--- config.mk ---
export PLATFORM = sky130hd
export DESIGN_NAME = pwm_deadtime
export DESIGN_NICKNAME = d
export VERILOG_FILES = /design/src/rtl/pwm_deadtime.sv
export SDC_FILE = /design/constraint.sdc
export NUM_CORES = 1
export LEC_CHECK = 0
export ABC_AREA = 0
export CAP_MARGIN = 10
export CORE_ASPECT_RATIO = 1.75
export CORE_MARGIN = 2
export CORE_UTILIZATION = 30
export CTS_BUF_LIST = sky130_fd_sc_hd__clkbuf_2
export CTS_CLUSTER_DIAMETER = 30
export DETAILED_ROUTE_END_ITERATION = 7
export MAX_ROUTING_LAYER = met4
export PLACE_DENSITY_LB_ADDON = 0.15
export SLEW_MARGIN = 20
export SYNTH_ARGS = -nofsm -noshare
export SYNTH_HDL_FRONTEND = slang
export SYNTH_SLANG_ARGS = --single-unit
--- constraint.sdc ---
create_clock -name clk -period 2.4 [get_ports clk]
set_input_delay 0.48 -clock clk [delete_from_list [all_inputs] [get_ports clk]]
set_output_delay 0.48 -clock clk [all_outputs]
set_load 0.1 [all_outputs]
--- src/rtl/pwm_deadtime.sv ---
// Three-phase complementary gate driver with programmable dead time,
// latched fault shutdown and a full-dead-interval re-arm after any kill.
module pwm_deadtime #(
    parameter int DT_WIDTH = 8
) (
    input  logic                clk,
    input  logic                rstb,
    input  logic                pwmA_in,
    input  logic                pwmB_in,
    input  logic                pwmC_in,
    input  logic [DT_WIDTH-1:0] dead_time,
    input  logic                enable,
    input  logic                fault_in,
    input  logic                fault_clr,
    output logic                gateAH_out,
    output logic                gateAL_out,
    output logic                gateBH_out,
    output logic                gateBL_out,
    output logic                gateCH_out,
    output logic                gateCL_out,
    output logic                fault_latched,
    output logic                armed
);

    typedef enum logic [2:0] {
        ST_OFF     = 3'd0,
        ST_DEAD_H  = 3'd1,
        ST_HIGH_ON = 3'd2,
        ST_DEAD_L  = 3'd3,
        ST_LOW_ON  = 3'd4
    } state_t;

    localparam logic [DT_WIDTH-1:0] CNT_ONE = DT_WIDTH'(1);

    logic [2:0]          pwm_raw;
    logic [2:0]          gate_h;
    logic [2:0]          gate_l;
    logic [2:0]          phase_on;
    logic [DT_WIDTH-1:0] dt_load;
    logic                kill;
    logic                fault_latched_reg;
    logic                fault_latched_next;
    logic                armed_reg;

    assign pwm_raw = {pwmC_in, pwmB_in, pwmA_in};

    // A programmed dead time of zero still guarantees one idle cycle.
    assign dt_load = (dead_time == '0) ? CNT_ONE : dead_time;

    // Uses the registered latch so a cleared fault still holds gates off for
    // the clearing edge; the raw fault input kills on the same edge.
    assign kill = !enable | fault_in | fault_latched_reg;

    generate
        for (genvar gi = 0; gi < 3; gi++) begin : g_phase
            logic                pwm_q_reg;
            state_t              state_reg;
            state_t              state_next;
            logic [DT_WIDTH-1:0] cnt_reg;
            logic [DT_WIDTH-1:0] cnt_next;
            logic                gate_h_reg;
            logic                gate_l_reg;
            logic                gate_h_next;
            logic                gate_l_next;

            always_ff @(posedge clk or negedge rstb) begin
                if (!rstb) begin
                    pwm_q_reg  <= 1'b0;
                    state_reg  <= ST_OFF;
                    cnt_reg    <= '0;
                    gate_h_reg <= 1'b0;
                    gate_l_reg <= 1'b0;
                end else begin
                    pwm_q_reg  <= pwm_raw[gi];
                    state_reg  <= state_next;
                    cnt_reg    <= cnt_next;
                    gate_h_reg <= gate_h_next;
                    gate_l_reg <= gate_l_next;
                end
            end

            always_comb begin
                state_next = state_reg;
                cnt_next   = cnt_reg;
                if (kill) begin
                    state_next = ST_OFF;
                end else begin
                    case (state_reg)
                        ST_OFF: begin
                            state_next = pwm_q_reg ? ST_DEAD_H : ST_DEAD_L;
                            cnt_next   = dt_load;
                        end
                        ST_LOW_ON: begin
                            if (pwm_q_reg) begin
                                state_next = ST_DEAD_H;
                                cnt_next   = dt_load;
                            end
                        end
                        ST_HIGH_ON: begin
                            if (!pwm_q_reg) begin
                                state_next = ST_DEAD_L;
                                cnt_next   = dt_load;
                            end
                        end
                        // Aborting a dead interval back to the side that was
                        // never released needs no extra dead time.
                        ST_DEAD_H: begin
                            if (!pwm_q_reg) begin
                                state_next = ST_LOW_ON;
                            end else if (cnt_reg == CNT_ONE) begin
                                state_next = ST_HIGH_ON;
                            end else begin
                                cnt_next = cnt_reg - CNT_ONE;
                            end
                        end
                        ST_DEAD_L: begin
                            if (pwm_q_reg) begin
                                state_next = ST_HIGH_ON;
                            end else if (cnt_reg == CNT_ONE) begin
                                state_next = ST_LOW_ON;
                            end else begin
                                cnt_next = cnt_reg - CNT_ONE;
                            end
                        end
                        default: begin
                            state_next = ST_OFF;
                        end
                    endcase
                end
                gate_h_next = (state_next == ST_HIGH_ON);
                gate_l_next = (state_next == ST_LOW_ON);
            end

            assign gate_h[gi]   = gate_h_reg;
            assign gate_l[gi]   = gate_l_reg;
            assign phase_on[gi] = (state_reg == ST_HIGH_ON) || (state_reg == ST_LOW_ON);
        end
    endgenerate

    always_comb begin
        fault_latched_next = fault_latched_reg;
        if (fault_in) begin
            fault_latched_next = 1'b1;
        end else if (fault_clr) begin
            fault_latched_next = 1'b0;
        end
    end

    always_ff @(posedge clk or negedge rstb) begin
        if (!rstb) begin
            fault_latched_reg <= 1'b0;
            armed_reg         <= 1'b0;
        end else begin
            fault_latched_reg <= fault_latched_next;
            armed_reg         <= &phase_on;
        end
    end

    assign gateAH_out    = gate_h[0];
    assign gateAL_out    = gate_l[0];
    assign gateBH_out    = gate_h[1];
    assign gateBL_out    = gate_l[1];
    assign gateCH_out    = gate_h[2];
    assign gateCL_out    = gate_l[2];
    assign fault_latched = fault_latched_reg;
    assign armed         = armed_reg;

endmodule

==> impl_metrics.env <==
export IMPL_cp_cell_sequence="nand2b_1 -> a311oi_1 -> o21ai_2 -> inv_1 -> mux2i_1"
export IMPL_setup_ws_ps=315
export IMPL_cts_root_buf="clkbuf_2"
export IMPL_fin_crit_ps=2080
export IMPL_place_area_sq_um=3180
export IMPL_crit_start="g_phase[0].state_reg[2]"
export IMPL_fin_skew_ps=22.4
export IMPL_initial_utilization=0.305
export IMPL_synth_top_area_frac=0.402
export IMPL_syn_nets=309
export IMPL_crit_required_ps=2780
export IMPL_largest_reg_flops=24
export IMPL_synth_seq_cells=44
export IMPL_vias=2460
export IMPL_drt_wl_total_mm=8.00
export IMPL_hp_class="primary input to flop"
export IMPL_hpwl_mm=6.14
export IMPL_area_growth_pct=20.9
export IMPL_holdBufCountCts=1
export IMPL_setup_tns_ps=0
export IMPL_reg2reg_to="g_phase[0].cnt_reg[1]"
export IMPL_maxCapViolCount=0
export IMPL_grt_start_max_net_pins=20
export IMPL_insertion_delay_ps=450
export IMPL_fin_crit_sh=0.869
export IMPL_die_x_um=76.2
export IMPL_crit_slowest_cell="a311oi_1"
export IMPL_fin_area_sq_um=3310
export IMPL_drive_above_1_share=0.176
export IMPL_slew_violations=0
export IMPL_crit_path_max_incr_delay_ps=570
export IMPL_cts_buffers=5
export IMPL_yosysTopAreaCell="dfrtp_1"
export IMPL_die_area_sq_um=9940
export IMPL_clock_sinks=44
export IMPL_num_rows=46
export IMPL_hold_viol_final=0
export IMPL_rsz0062_at_grt="false"
export IMPL_pwr_density_cell_nw_per_um2=627
export IMPL_synth_area_top_cells="dfrtp_1 (40%), o2bb2ai_1 (3.2%), a21oi_1 (3.1%), o221ai_1 (2.9%), ha_1 (2.7%)"
export IMPL_ys_warnings_count=0
export IMPL_reg2regPathDepth=5
export IMPL_layout_nets=344
export IMPL_finalSetupViolCount=0
export IMPL_path_clk_slew_ps=250
export IMPL_io_pins=24
export IMPL_yosysSeqAreaShare=0.402
export IMPL_grt_ovfl_total=0
export IMPL_critPathTopFamily="compound AO/OA/AOI/OAI gates"
export IMPL_synth_edf_count=0
export IMPL_fillerInstances=955
export IMPL_routabilityCongestion=0.900
export IMPL_arrival_ps=2460
export IMPL_synthCells=287
export IMPL_postCtsResizedCells=0
export IMPL_ys_types=59
export IMPL_cts_max_path_buffers=2
export IMPL_grtUsageTotal=0.172
export IMPL_worst_slew_pin_slew_ps=667
export IMPL_port_buffers=23
export IMPL_drt_iter0_drc=138
export IMPL_rr_startpoint="g_phase[0].state_reg[2]"
export IMPL_final_core_util=0.369
export IMPL_crit_buf_inv=1
export IMPL_synthArstFlopShare=1.00
export IMPL_outcome="complete, no violations"
export IMPL_max_freq_mhz=480
export IMPL_ff_latch_area_sq_um=1100
export IMPL_crit_path_end="g_phase[0].cnt_reg[1]"
export IMPL_startpoint_type="flop"
export IMPL_peakVddDrop_mv=0.243
export IMPL_cts_tree="built"
export IMPL_grt_pass1_wl_mm=12.8
export IMPL_synth_flop_cell="dfrtp_1"
export IMPL_netlist_area_sq_um=2740
export IMPL_avgViaCountPerCell=5.54
export IMPL_ant_nets=0
export IMPL_relSlewSlack=0.555
export IMPL_postCtsSetupBuffers=0
export IMPL_crit_type="flop to flop"
export IMPL_die_height_um=130
export IMPL_crit_path_end_kind="flop"
export IMPL_multi_input_area_sq_um=1490
export IMPL_h_tree_depth=2
export IMPL_antenna_found_initial=1
export IMPL_wl_per_cell_um=18.0
export IMPL_post_place_ws_ps=32.3
export IMPL_drc=0
export IMPL_cp_max_fo=9
export IMPL_syn_avg_cell_area_sq_um=9.54
export IMPL_grt_pass1_vias=2444
export IMPL_firstDrtPassIters=4
export IMPL_core_area_sq_um=8980
export IMPL_crit_cells=5
export IMPL_r2r_setup_slack_ps=320
export IMPL_p_leak_nw=1.31
-- cells by family after synthesis --
group | share of synthesized area
AO/OA/AOI/OAI | 0.281
buffers and inverters | 0.0534
flip-flops | 0.402
adder cells (fa/ha/maj) | 0.0274
XOR/XNOR | 0.0224
AND/OR/NAND/NOR | 0.196
multiplexers | 0.0187
-- worst min-delay path by stage --
stage                        from                     to  slack, ps  depth (start not counted)
after global placement       rstb  g_phase[2].cnt_reg[2]        450                          1
final                     pwmC_in   g_phase[2].pwm_q_reg        430                          1
after detailed placement     rstb  g_phase[2].cnt_reg[6]        450                          1
after floorplan              rstb                  armed        180                          0
after global routing      pwmA_in   g_phase[0].pwm_q_reg        380                          1
after CTS                 pwmA_in   g_phase[0].pwm_q_reg        390                          1
-- worst register-to-register path, stage by stage, from the launching register on --
cell and delay, ps:
dfrtp_1 550, nand2b_1 310, a311oi_1 570, o21ai_2 220
inv_1 180, mux2i_1 190
-- report_power, final --
part           switching [mW]  internal (mW)  total [mW]
sequential              0.151          0.839       0.991
clock                   0.272          0.384       0.656
combinational           0.235          0.197       0.432
-- layout make-up --
type | instances | area share
antenna | 1 | 0.000756
clock buffer | 5 | 0.00756
clock inverter | 3 | 0.0272
inverter | 17 | 0.0193
multi-input combinational | 207 | 0.450
sequential | 44 | 0.332
tap | 120 | 0.0453
timing repair buffer | 47 | 0.117
-- stage by stage --
step / hold slack [ps] / total power [mW] / instances
floorplan: 184 / 1.25 / 287
global placement: 448 / 1.43 / 434
detailed placement: 452 / 1.43 / 434
CTS: 392 / 2.10 / 443
global route: 381 / 2.19 / 444
finish: 430 / 2.08 / 444
-- synth_stat cells (4+ instances only) --
master     count
dfrtp_1       44
a21oi_1       17
nor2_1        17
inv_1         16
nor3_1        15
clkbuf_1      11
o211ai_1      10
o2bb2ai_1     10
nand2_1        9
o221ai_1       9
o21ai_0        8
xnor2_1        7
buf_2          6
ha_1           6
nor2b_1        6
a211oi_1       5
a22oi_1        5
nand2b_1       5
nor3b_1        5
or3_1          5
mux2i_1        4
nor4_1         4
or4_1          4
-- per-layer routing --
layer,share of wire,vias up,GRT usage
li1,-,1164,-
met1,0.38,1232,0.173
met2,0.56,49,0.330
met3,0.025,15,0.0240
met4,0.032,0,0.0781
met5,0,-,-
-- cell usage in the layout, fill, tap and decap left out, types with 3 or more instances in the layout --
cell type	n
dfrtp_1	44
buf_4	31
nor2_1	17
a21oi_1	17
inv_1	16
nor3_1	15
clkdlybuf4s50_1	14
o2bb2ai_1	10
o211ai_1	10
nand2_1	9
o221ai_1	9
o21ai_0	8
xnor2_1	7
nor2b_1	6
ha_1	6
nand2b_1	5
nor3b_1	5
a211oi_1	5
or3_1	5
a22oi_1	5
clkbuf_2	5
nor4_1	4
or4_1	4
mux2i_1	4
nand3_1	3
o21a_1	3
and2_1	3
a21o_1	3
a22o_1	3
o22ai_1	3
bufinv_16	3
Note: power is estimated with default switching activity, not from simulation.
